File: src/rtl/hp_bcd_packer_pkg.sv
// hp_pkg: shared FSM state type and sizing constants for the hit-point BCD packer
package hp_pkg;
    typedef enum logic [2:0] {IDLE, LOAD, SHIFT, STORE, GAP} hp_state_t;
    localparam int NUM_HP        = 4;
    localparam int DIGITS_PER_HP = 2;
    localparam int BCD_W         = 8;
endpackage

File: src/rtl/hp_bcd_packer_if.sv
// hp_bcd_packer_if: hit-point input bus and packed BCD display output bundle
interface hp_bcd_packer_if
    import hp_pkg::*;
#(
    parameter int HP_WIDTH = 8
);
    logic [NUM_HP*HP_WIDTH-1:0] hp_in;
    logic [NUM_HP*BCD_W-1:0]    val_out;
    logic                       valid_out;
    logic                       busy_out;
    modport master (output hp_in, input val_out, valid_out, busy_out);
    modport slave  (input hp_in, output val_out, valid_out, busy_out);
endinterface

File: src/rtl/hp_bcd_packer_bcd_dd_step.sv
// bcd_dd_step: one double-dabble iteration (add-3 correction then shift left) on {bcd, bin}
module bcd_dd_step
    import hp_pkg::*;
#(
    parameter int HP_WIDTH = 8
) (
    input  logic [BCD_W-1:0]    bcd_i,
    input  logic [HP_WIDTH-1:0] bin_i,
    output logic [BCD_W-1:0]    bcd_o,
    output logic [HP_WIDTH-1:0] bin_o
);
    logic [3:0] hi, lo;
    assign hi = (bcd_i[7:4] >= 4'd5) ? bcd_i[7:4] + 4'd3 : bcd_i[7:4];
    assign lo = (bcd_i[3:0] >= 4'd5) ? bcd_i[3:0] + 4'd3 : bcd_i[3:0];
    // The hundreds carry out of hi[3] is dropped; saturation keeps it zero.
    assign {bcd_o, bin_o} = {hi[2:0], lo, bin_i, 1'b0};
endmodule

File: src/rtl/hp_bcd_packer.sv
// hp_bcd_packer: saturate four hit-point values, convert each to two BCD digits with one
// shared sequential double-dabble, and publish the packed word once per sweep.
// Optional HP_STABLE_EN: LOAD waits for two consecutive matching samples of the slot.
module hp_bcd_packer
    import hp_pkg::*;
#(
    parameter int HP_WIDTH  = 8,
    parameter int MAX_SHOWN = 99,
    parameter int SWEEP_GAP = 0
) (
    input  logic            clk_in,
    input  logic            rst_in,
    hp_bcd_packer_if.slave  bus
);
    localparam int IW = $clog2(HP_WIDTH);
    localparam int SW = $clog2(NUM_HP);

    hp_state_t                 state_q;
    logic [SW-1:0]             slot_q;
    logic [IW-1:0]             iter_q;
    logic [15:0]               gap_q;
    logic [BCD_W-1:0]          bcd_q;
    logic [HP_WIDTH-1:0]       bin_q;
    logic [NUM_HP*BCD_W-1:0]   shadow_q;
    logic [NUM_HP*BCD_W-1:0]   val_q;
    logic                      valid_q;
    logic                      busy_q;
`ifdef HP_STABLE_EN
    logic [HP_WIDTH-1:0]       samp_q;
    logic                      seen_q;
`endif

    logic [HP_WIDTH-1:0] slice, sat;
    logic [BCD_W-1:0]    bcd_step;
    logic [HP_WIDTH-1:0] bin_step;

    assign slice = bus.hp_in[HP_WIDTH*(NUM_HP-1-int'(slot_q)) +: HP_WIDTH];
    assign sat   = (slice > HP_WIDTH'(MAX_SHOWN)) ? HP_WIDTH'(MAX_SHOWN) : slice;

    bcd_dd_step #(.HP_WIDTH(HP_WIDTH)) u_step (
        .bcd_i (bcd_q),
        .bin_i (bin_q),
        .bcd_o (bcd_step),
        .bin_o (bin_step)
    );

    assign bus.val_out   = val_q;
    assign bus.valid_out = valid_q;
    assign bus.busy_out  = busy_q;

    // Sweep sequencer: load/convert/store each slot in turn, publish the whole word on slot 3.
    always_ff @(posedge clk_in or negedge rst_in) begin
        if (!rst_in) begin
            state_q  <= IDLE;
            slot_q   <= '0;
            iter_q   <= '0;
            gap_q    <= '0;
            bcd_q    <= '0;
            bin_q    <= '0;
            shadow_q <= '0;
            val_q    <= '0;
            valid_q  <= 1'b0;
            busy_q   <= 1'b0;
`ifdef HP_STABLE_EN
            samp_q   <= '0;
            seen_q   <= 1'b0;
`endif
        end else begin
            valid_q <= 1'b0;
            case (state_q)
                IDLE: begin
                    slot_q  <= '0;
                    busy_q  <= 1'b1;
                    state_q <= LOAD;
                end
                LOAD: begin
`ifdef HP_STABLE_EN
                    samp_q <= slice;
                    seen_q <= 1'b1;
                    if (seen_q && slice == samp_q) begin
                        bin_q   <= sat;
                        bcd_q   <= '0;
                        iter_q  <= '0;
                        seen_q  <= 1'b0;
                        state_q <= SHIFT;
                    end
`else
                    bin_q   <= sat;
                    bcd_q   <= '0;
                    iter_q  <= '0;
                    state_q <= SHIFT;
`endif
                end
                SHIFT: begin
                    bcd_q  <= bcd_step;
                    bin_q  <= bin_step;
                    iter_q <= iter_q + 1'b1;
                    if (iter_q == IW'(HP_WIDTH-1))
                        state_q <= STORE;
                end
                STORE: begin
                    shadow_q[BCD_W*(NUM_HP-1-int'(slot_q)) +: BCD_W] <= bcd_q;
                    if (slot_q == SW'(NUM_HP-1)) begin
                        val_q   <= {shadow_q[NUM_HP*BCD_W-1:BCD_W], bcd_q};
                        valid_q <= 1'b1;
                        busy_q  <= 1'b0;
                        gap_q   <= '0;
                        state_q <= GAP;
                    end else begin
                        slot_q  <= slot_q + 1'b1;
                        state_q <= LOAD;
                    end
                end
                GAP: begin
                    if (gap_q == 16'(SWEEP_GAP)) begin
                        slot_q  <= '0;
                        busy_q  <= 1'b1;
                        state_q <= LOAD;
                    end else begin
                        gap_q <= gap_q + 1'b1;
                    end
                end
                default: state_q <= IDLE;
            endcase
        end
    end
endmodule

File: src/flat_wrapper.sv
// flat-port wrapper written by rule: the top's interface ports become plain ports
module hp_bcd_packer_flat import hp_pkg::*;
#(
    parameter int HP_WIDTH  = 8,
    parameter int MAX_SHOWN = 99,
    parameter int SWEEP_GAP = 0
)
  (clk_in, rst_in, bus_hp_in, bus_val_out, bus_valid_out, bus_busy_out);
  hp_bcd_packer_if #(.HP_WIDTH(HP_WIDTH)) bus_i ();
  input  logic clk_in;
  input  logic rst_in;
  input wire logic [$bits(bus_i.hp_in)-1:0] bus_hp_in;
  output wire logic [$bits(bus_i.val_out)-1:0] bus_val_out;
  output wire logic [$bits(bus_i.valid_out)-1:0] bus_valid_out;
  output wire logic [$bits(bus_i.busy_out)-1:0] bus_busy_out;
  assign bus_i.hp_in = bus_hp_in;
  assign bus_val_out = bus_i.val_out;
  assign bus_valid_out = bus_i.valid_out;
  assign bus_busy_out = bus_i.busy_out;
  hp_bcd_packer #(.HP_WIDTH(HP_WIDTH), .MAX_SHOWN(MAX_SHOWN), .SWEEP_GAP(SWEEP_GAP)) u_core (.clk_in(clk_in), .rst_in(rst_in), .bus(bus_i));
endmodule
File: config.mk
export PLATFORM = sky130hd
export DESIGN_NAME = hp_bcd_packer_flat
export DESIGN_NICKNAME = d
export VERILOG_FILES = /design/src/rtl/hp_bcd_packer_pkg.sv /design/src/rtl/hp_bcd_packer_if.sv /design/src/rtl/hp_bcd_packer_bcd_dd_step.sv /design/src/rtl/hp_bcd_packer.sv /design/src/flat_wrapper.sv
export SDC_FILE = /design/constraint.sdc
export NUM_CORES = 1
export LEC_CHECK = 0
export ABC_AREA = 0
export BUFFER_PORTS_ARGS = -buffer_cell sky130_fd_sc_hd__buf_2
export CELL_PAD_IN_SITES_DETAIL_PLACEMENT = 1
export CELL_PAD_IN_SITES_GLOBAL_PLACEMENT = 1
export CORE_MARGIN = 2
export CORE_UTILIZATION = 44
export DETAILED_ROUTE_END_ITERATION = 12
export HOLD_SLACK_MARGIN = 0.06
export PLACE_DENSITY_LB_ADDON = 0.08
export SLEW_MARGIN = 10
export SYNTH_ARGS = -nofsm -noshare
export SYNTH_HDL_FRONTEND = slang
export SYNTH_HIERARCHICAL = 1
export SYNTH_SLANG_ARGS = --single-unit
File: constraint.sdc
create_clock -name clk_in -period 2.15 [get_ports clk_in]
set_clock_uncertainty 0.05 [all_clocks]
set_input_delay 0.215 -clock clk_in [delete_from_list [all_inputs] [get_ports clk_in]]
set_output_delay 0.215 -clock clk_in [all_outputs]
set_load 0.01 [all_outputs]
Yosys cells after proc, flatten, opt, wreduce, memory -nomap -nowiden
Cells that the tools add are included.
{"block": "classes", "addsub": 7, "n_eq_ne": 11, "muxes": 22, "reduce_logical": 10, "shift": 3, "magnitude_cmp": 3}
{"operator": "negation 6 -> 33 bit", "n": 1}
{"operator": "variable shift 8 x 33 -> 32 bit, first input constant", "n": 1}
{"operator": "indexed part select 8 x 33 -> 32 bit", "n": 1}
{"operator": "bitwise mux 32 bit", "n": 1}
{"operator": "two-way mux 16 bit", "n": 2}
{"operator": "case mux 16 bit (2 select lines)", "n": 1}
{"operator": "case mux 8 bit (2 select lines)", "n": 2}
{"operator": "indexed part select 32 x 6 -> 8 bit", "n": 1}
{"operator": "adder 16 x 1 -> 16 bit, second input constant", "n": 1}
{"operator": "zero test 16 bit", "n": 1}
{"operator": "case mux 3 bit (5 select lines)", "n": 1}
{"operator": "two-way mux 3 bit", "n": 4}
{"operator": "AND reduction 3 bit", "n": 3}
{"operator": "greater-or-equal comparator 4 x 3 -> 1 bit, second input constant", "n": 2}
{"operator": "greater-than comparator 8 x 7 -> 1 bit, second input constant", "n": 1}
{"operator": "two-way mux 8 bit", "n": 1}
{"operator": "== test 3 x 2 -> 1 bit, second input constant", "n": 2}
{"operator": "== test 3 bit, second input constant", "n": 2}
{"operator": "!= test 2 x 1 -> 1 bit, second input constant", "n": 3}
{"operator": "case mux 2 bit (3 select lines)", "n": 1}
{"operator": "case mux 3 bit (2 select lines)", "n": 1}
{"operator": "adder 4 x 2 -> 4 bit, second input constant", "n": 1}
{"operator": "two-way mux 1 bit", "n": 4}
{"operator": "two-way mux 2 bit", "n": 2}
{"operator": "13 further kinds", "n": 16}
{"block": "word_totals", "wordCells": 66, "input_bits": 34, "output_inout_bits": 34, "reg_bits": 106}

Longest topological paths before layout
Gate-level depths: netlist of the first run.
{"block": "depth", "depth_word": 5, "ltp_mapped": 8, "depth_no_buf": 6}

Cells and area by module
Netlist of the first run, hierarchy kept.
{"mod": "hp_bcd_packer", "area_each_um2": 4448.0, "instances": 1, "seq_area_each_um2": 2452.4, "cells_per_inst": 454}
{"mod": "bcd_dd_step", "area_each_um2": 254.0, "instances": 1, "seq_area_each_um2": 0.0, "cells_per_inst": 38}

Worst setup path before layout of the first run
OpenSTA, ideal clock, no wires.
{"block": "synth_timing", "path_type": "register to register", "from": "register u_core.slot_q[1]", "to": "register u_core.shadow_q[14]", "n_path_buf": 1, "path_stages_with_launch": 7, "setup_ns": 0.083, "arrival_ns": 1.824, "required_ns": 2.017, "period_less_slack_ns": 1.957, "path_slack_ns": 0.193, "path_cell_list": "dfrtp_1 -> clkbuf_1 -> inv_1 -> ha_1 -> nor3b_1 -> nand2_1 -> o21ai_0"}
{"block": "synth_via", "elab_chain_len": 4}
{"item": "start, declared", "line_no": "hp_bcd_packer.sv:19", "text": "logic [SW-1:0] slot_q;"}
{"item": "start signal, assigned", "line_no": "hp_bcd_packer.sv:110", "text": "slot_q <= slot_q + 1'b1;"}
{"item": "subtractor 2 x 2 -> 3 bit *", "line_no": "hp_bcd_packer.sv:102", "text": "shadow_q[BCD_W*(NUM_HP-1-int'(slot_q)) +: BCD_W] <= bcd_q;"}
{"item": "negation 6 -> 33 bit *", "line_no": "hp_bcd_packer.sv:102"}
{"item": "indexed part select 8 x 33 -> 32 bit or variable shift 8 x 33 -> 32 bit (tied branches)", "line_no": "hp_bcd_packer.sv:102"}
{"item": "bitwise mux 32 bit *", "line_no": "hp_bcd_packer.sv:102"}
{"item": "end signal, assigned by index", "line_no": "hp_bcd_packer.sv:102"}
{"item": "end, declared", "line_no": "hp_bcd_packer.sv:24", "text": "logic [NUM_HP*BCD_W-1:0] shadow_q;"}
Mark *: on every way between the ends. The rest lies on a longest branch, timed or not.
A chain may end at the register's enable or synchronous reset.

Final worst setup path of the first run
{"block": "layout_timing", "from": "register u_core.gap_q[0]", "to": "register u_core.gap_q[10]"}
{"block": "layout_via", "elab_chain_len": 3}
{"item": "start, declared", "line_no": "hp_bcd_packer.sv:21", "text": "logic [15:0] gap_q;"}
{"item": "start signal, assigned", "line_no": "hp_bcd_packer.sv:120", "text": "gap_q <= gap_q + 1'b1;"}
{"item": "adder 16 x 1 -> 16 bit or zero test 16 bit (tied branches)", "line_no": "hp_bcd_packer.sv:120, hp_bcd_packer.sv:115"}
{"item": "two-way mux 16 bit or != test 2 bit (tied branches)"}
{"item": "case mux 16 bit (2 select lines) or AND reduction 3 bit (tied branches)"}
Several ways; a longest one is shown, not always the timed one. The select of a mux whose other input is x is not followed.

==> qor.txt, run 1 <==
status: completed
IO Port Bufs: 67
drt drc: 0
fin. max-slew vios: 0
Hold WS: 283.8 ps
slew margin rel.: 0.5736
maximum number of pins on one net before global-route repair: 49
sequential power share: 0.539
Worst Path Required: 2390 ps
H-tree depth reported by CTS: 3
Seq cells post-synth: 98
First-pass DRT Iterations: 4
number of vias per cell: 5.352
Routed Antenna Nets: 0
min Tclk post-route: 1956 ps
Pwr Total: 4.642 mW
Vias: 3709
grt ovf: 0
Post-synth ARST share: 1.000
Worst Slack Setup Final: 194.4 ps
RSZ-0062 raised after global routing: no
Die Wd: 107.4 um
final WL: 10770 um
first-pass GRT wire length: 18440 um
DP Worst Slack: 59.39 ps
fin area: 5414 um^2
initial core utilization: 0.4534
Setup Buffers After CTS: 0
CP Max Fanout: 13
Cell Rows: 37
CTS sink cnt: 98
Hold WC Path Type: in -> reg
fillers: 1210
ANT cells: 0
Max Buffers Root-to-Sink: 2
Syn Area/Cell: 9.557 um^2
Post-synth EDFFs: 0
Worst Setup Path Type: reg -> reg
post-synthesis cell count: 492
Final Cycle Share: 0.9096
Reg2Reg Setup Slack: 190 ps
PwrDens: 857.5 nW/um^2
IO Pins: 68
initial antenna violation count: 0
final net count: 600
fin util: 0.5221
CP endpoint kind: flip-flop
GPL Wtd Cong: 0.7690
CTS tree: built
core area: 10370 um^2
Comb pwr share: 0.185
Hold Fails Final Rpt: 0
# setup viols final: 0
worst skew pair latency: 360 ps
Finished Layout Cells: 693
Mapped Nets: 538
DRT iter0 DRCs: 144
vias in the first global route: 3863
Synth cell types: 45
max frequency: 0.5114 GHz
cts bufs inserted: 9
dpl hpwl: 7817 um
Worst VDD drop: 303.1 uV
Clock Pin Slew Worst Setup and Hold Paths: 90 ps
clock share of power: 0.276
Slew @ Worst Pin: 639.6 ps
fraction of the yosys area taken by sequential cells: 0.5216
Clock Tree Root: clkbuf_8
Main synth FF type: dfrtp_1
layout cells sized above 1: 0.1993
area grow syn2layout: 15.14%
CP startpoint kind: flip-flop
Max Cap Viol: 0
DP Cell Count: 678
Switching Fraction: 0.2855
wire per inst: 15.54 um
Netlist Area Pre-Place: 4702 um^2
GRT Overall Usage: 0.2016
Post-DP Area: 5187 um^2
Die ar.: 11530 um^2
Pint: 3.317 mW
P_leak: 2.625 nW
die height: 107.4 um
WP data arrival: 2190 ps
setup_tns: 0 ps
Yosys Warn Count: 6
Sw Pwr: 1.326 mW
-- cells in the mapped netlist (2+ instances only) --
library cell | count | area (um^2)
o21ai_1 | 3 | 15.01
a221oi_1 | 3 | 26.28
o21ai_0 | 33 | 165.2
inv_1 | 14 | 52.55
clkbuf_1 | 13 | 48.80
o22ai_1 | 4 | 25.02
xnor2_1 | 3 | 26.28
o31ai_1 | 4 | 30.03
ha_1 | 12 | 150.1
mux2i_1 | 9 | 90.09
nor3b_2 | 2 | 25.02
nor2_1 | 11 | 41.29
and4_1 | 4 | 35.03
a21oi_1 | 10 | 50.05
a21oi_2 | 2 | 17.52
dfrtp_1 | 98 | 2452
a22o_1 | 12 | 105.1
xor2_1 | 2 | 17.52
buf_2 | 8 | 40.04
and2_1 | 3 | 18.77
nand4_1 | 6 | 37.54
mux4_2 | 3 | 67.56
or4_1 | 4 | 30.03
mux4_1 | 5 | 131.4
buf_4 | 9 | 67.56
nand2_1 | 173 | 649.4
nand3_1 | 7 | 35.03
nand2b_1 | 7 | 43.79
or3_1 | 3 | 18.77
nor4_1 | 9 | 56.30
nor3b_1 | 2 | 15.01
-- worst max-delay path, stage by stage (launching register included) --
cell,delay (ps)
dfrtp_1,370
inv_1,80
ha_1,190
nor3b_1,150
and4_4,240
buf_12,140
or4_1,490
a21oi_1,170
-- registers in the layout (all words and copies together) (netlist names) --
name and cells:
u_core/shadow_q 24, u_core/state_q 3, u_core/gap_q 16, u_core/bus.busy_out 1, u_core/iter_q 3, u_core/bus.val_out 32, u_core/bus.valid_out 1, u_core/bin_q 8
u_core/bcd_q 8, u_core/slot_q 2
-- power groups by stage --
| stage | Combinational, mW | Clock (mW) | Sequential [mW] |
|---|---|---|---|
| final | 0.857 | 1.28 | 2.50 |
| after CTS | 0.881 | 1.32 | 2.52 |
| after detailed placement | 0.875 | 0 | 2.56 |
| after global placement | 0.837 | 0 | 2.53 |
| after global routing | 0.993 | 1.40 | 2.56 |
| after floorplan | 0.391 | 0 | 2.60 |
-- placed cells by master (no fill, tap or decap), types with 4 or more instances in the layout --
cell      synthesis  layout
ha_1             12      12
o31ai_1           4       4
nand4_1           6       6
o22ai_1           4       4
dfrtp_1          98      96
or4_1             4       4
nor2_1           11      11
nand2_1         173     173
inv_1            14      14
mux2i_1           9       9
buf_4             9      13
clkbuf_8          0      10
nand2b_1          7       7
nor4_1            9       9
a21oi_1          10      10
nand3_1           7       7
mux4_1            5       5
buf_2             8      66
a22o_1           12      12
o21ai_0          33      33
-- worst paths after layout --
check | start | to | cells after the start
setup reg to reg | u_core/gap_q[0] | u_core/gap_q[10] | 7
hold / removal | bus_hp_in[0] | u_core/bin_q[0] | 4
max in group asynchronous | rst_in | u_core/bin_q[6] | 3
setup / recovery | u_core/gap_q[0] | u_core/gap_q[10] | 7
min in group asynchronous | rst_in | u_core/bus.val_out[20] | 2
hold reg to reg | u_core/shadow_q[29] | u_core/bus.val_out[29] | 2
-- final cells by class --
| type | count | area [um^2] | share of cell area |
|---|---|---|---|
| clock buffers | 11 | 141.4 | 0.02612 |
| clock inverters | 3 | 65.06 | 0.01202 |
| inverters | 15 | 56.30 | 0.01040 |
| multi-input cells | 347 | 2028 | 0.3746 |
| flip-flops and latches | 98 | 2455 | 0.4534 |
| well taps | 136 | 170.2 | 0.03143 |
| repair buffers | 83 | 498.0 | 0.09198 |
-- per-layer routing --
layer	wire (um)	GRT usage	up-vias	share of wire
met1	4781	0.2554	1858	0.44
li1	-	-	1781	-
met3	301	0.02542	11	0.028
met5	0	0	-	0
met4	154	0.07234	0	0.014
met2	5534	0.3544	59	0.51
-- logic make-up after synthesis --
group                    synth area share
flip-flops                         0.5216
buffers and inverters             0.04869
adder cells (fa/ha/maj)           0.03193
AO/OA/AOI/OAI                     0.09713
AND/OR/NAND/NOR                    0.2267
multiplexers                      0.06386
other                           0.0007975
XOR/XNOR                         0.009315
-- repair_timing --
item / CTS / global route
hold buffers: 1 / 0
hold endpoints to repair: 46 / 0
setup endpoints to repair: 0 / 19
gates resized for setup: 0 / 5
No activity file was read; power rests on OpenSTA's default activity.
==> inputs of run 2 (changes only) <==
BUFFER_PORTS_ARGS = default   (was -buffer_cell sky130_fd_sc_hd__buf_2)
CORE_UTILIZATION = 49   (was 44)
DONT_BUFFER_PORTS = 1   (was default)
SETUP_SLACK_MARGIN = 0.02   (was default)
==> run 2 against run 1 <==
Global-route usage up 1.6 points. The run now ends with hold timing left. Routed wire length down 3.6%. Critical path depth unchanged. Largest cell class unchanged. Power down 9.2%. Utilization up 1.7 points. Clock power down 13%. Highest routed layer unchanged. Critical path type unchanged. Final cell count down 11%. Cell area down 7.6%. Non-clock buffer count down 69. Count of clock-buffer cells in the layout down 1. Sequential power up 7%.
==> qor.txt, run 2 (synthesis results as in run 1) <==
status: complete, but fails checks (was completed)
failing checks: hold timing
CP endpoint kind: flip-flop (unchanged)
Clock Tree Root: clkbuf_8 (unchanged)
IO Port Bufs: 0 (was 67)
Worst Path Required: 2370 ps (was 2390 ps)
drt drc: 0 (unchanged)
Sequential Area: 2454 um^2 (was 2455 um^2)
Slew @ Worst Pin: 581.1 ps (was 639.6 ps)
Clock Pin Slew Worst Setup and Hold Paths: 100 ps (was 90 ps)
Vias: 3401 (was 3709)
PwrDens: 842.8 nW/um^2 (was 857.5 nW/um^2)
number of vias per cell: 5.494 (was 5.352)
first-pass GRT wire length: 17990 um (was 18440 um)
DRT iter0 DRCs: 99 (was 144)
multi-input logic area: 2034 um^2 (was 2028 um^2)
Die ar.: 10400 um^2 (was 11530 um^2)
IO Pins: 68 (unchanged)
final WL: 10380 um (was 10770 um)
WP data arrival: 2280 ps (was 2190 ps)
min Tclk post-route: 2054 ps (was 1956 ps)
Routed Antenna Nets: 0 (unchanged)
area grow syn2layout: 6.360% (was 15.14%)
RSZ-0062 raised after global routing: no (unchanged)
CTS sink cnt: 98 (unchanged)
CP startpoint kind: flip-flop (unchanged)
worst reg2reg path depth: 7 (unchanged)
Worst Setup Path Type: reg -> reg (unchanged)
fin. max-slew vios: 0 (unchanged)
Hold WS: -510.9 ps (was 283.8 ps)
layout cells sized above 1: 0.09388 (was 0.1993)
max frequency: 0.4870 GHz (was 0.5114 GHz)
GPL Wtd Cong: 0.8208 (was 0.7690)
cts bufs inserted: 9 (unchanged)
Max Cap Viol: 0 (unchanged)
max reg flops: 32 (unchanged)
Max Buffers Root-to-Sink: 2 (unchanged)
worst skew pair latency: 350 ps (was 360 ps)
Post-DP Area: 4801 um^2 (was 5187 um^2)
Final Cycle Share: 0.9552 (was 0.9096)
# setup viols final: 0 (unchanged)
vias in the first global route: 3705 (was 3863)
P_leak: 2.300 nW (was 2.625 nW)
core area: 9284 um^2 (was 10370 um^2)
Pwr Total: 4.215 mW (was 4.642 mW)
Die Wd: 102.0 um (was 107.4 um)
final net count: 531 (was 600)
Worst VDD drop: 436.0 uV (was 303.1 uV)
Hold WC Path Type: in -> async (was in -> reg)
initial core utilization: 0.5065 (was 0.4534)
CP Max Fanout: 9 (was 13)
Hold Fails Final Rpt: 98 (was 0)
CTS tree: built (unchanged)
commonest non-fill, non-tap cells in the layout: nand2_1 (173), dfrtp_1 (97), o21ai_0 (33) (was nand2_1 (173), dfrtp_1 (96), buf_2 (66))
die height: 102.0 um (was 107.4 um)
H-tree depth reported by CTS: 3 (unchanged)
Finished Layout Cells: 619 (was 693)
initial antenna violation count: 0 (unchanged)
slew margin rel.: 0.6109 (was 0.5736)
fin area: 5001 um^2 (was 5414 um^2)
fillers: 1079 (was 1210)
setup_tns: 0 ps (unchanged)
dpl hpwl: 7130 um (was 7817 um)
wire per inst: 16.77 um (was 15.54 um)
Cell Rows: 35 (was 37)
ANT cells: 0 (unchanged)
commonest non-fill, non-tap cell in the layout: nand2_1 (unchanged)
GRT Overall Usage: 0.2177 (was 0.2016)
DP Cell Count: 602 (was 678)
First-pass DRT Iterations: 5 (was 4)
maximum number of pins on one net before global-route repair: 99 (was 49)
grt ovf: 0 (unchanged)
run 2: worst max-delay path: stages, from the launching register on:
cell and delay [ps]:
dfrtp_1 380, inv_1 80, ha_1 190, nor3b_1 140
and4_2 280, buf_4 170, or4_4 520, a21oi_2 160
run 2: power by group:
part           internal [mW]  switching, mW  total [mW]  leakage [nW]
clock                  0.434          0.671        1.11        0.0771
sequential              2.25          0.411        2.67          1.21
combinational          0.212          0.232       0.444          1.01
run 2: layer usage:
layer | vias up | wire (um) | track usage | part of all wire
met5 | - | 0 | 0 | 0
met4 | 0 | 122 | 0.06154 | 0.012
met3 | 12 | 289 | 0.03557 | 0.028
met2 | 59 | 5112 | 0.3770 | 0.49
met1 | 1684 | 4856 | 0.2842 | 0.47
li1 | 1646 | - | - | -
run 2: path summary, 6_finish.rpt:
check,start,endpoint,slack (ps)
worst max-delay path,u_core/gap_q[0],u_core/gap_q[14],100
worst min-delay path,rst_in,u_core/bus.val_out[23],-510
worst max register to register,u_core/gap_q[0],u_core/gap_q[14],100
worst min register to register,u_core/shadow_q[30],u_core/bus.val_out[30],430
max in group asynchronous,rst_in,u_core/bin_q[0],2450
min in group clk_in,bus_hp_in[1],u_core/bin_q[1],200
run 2: stage by stage:
step                hold slack [ps]  utilization  worst slack (ps)
floorplan                    -130.6            -             193.5
global placement             -128.4       0.5171             205.2
detailed placement           -127.9       0.5171             108.4
CTS                          -529.3       0.5363             41.63
global route                 -541.0       0.5387             27.83
finish                       -510.9       0.5387             96.42
run 2: cell type report:
| cell class | instances | area share |
|---|---|---|
| flip-flops and latches | 98 | 0.4906 |
| multi-input cells | 347 | 0.4068 |
| well taps | 129 | 0.03227 |
| clock buffers | 10 | 0.02552 |
| repair buffers | 14 | 0.02352 |
| inverters | 15 | 0.01126 |
| clock inverters | 6 | 0.01001 |
run 2: repair_timing:
| action | 4_1_cts | 5_1_grt |
|---|---|---|
| hold endpoints to repair | 98 | 98 |
| endpoints found under the setup margin | 0 | 21 |
| gates resized for setup | 0 | 5 |
| setup buffers | 0 | 1 |
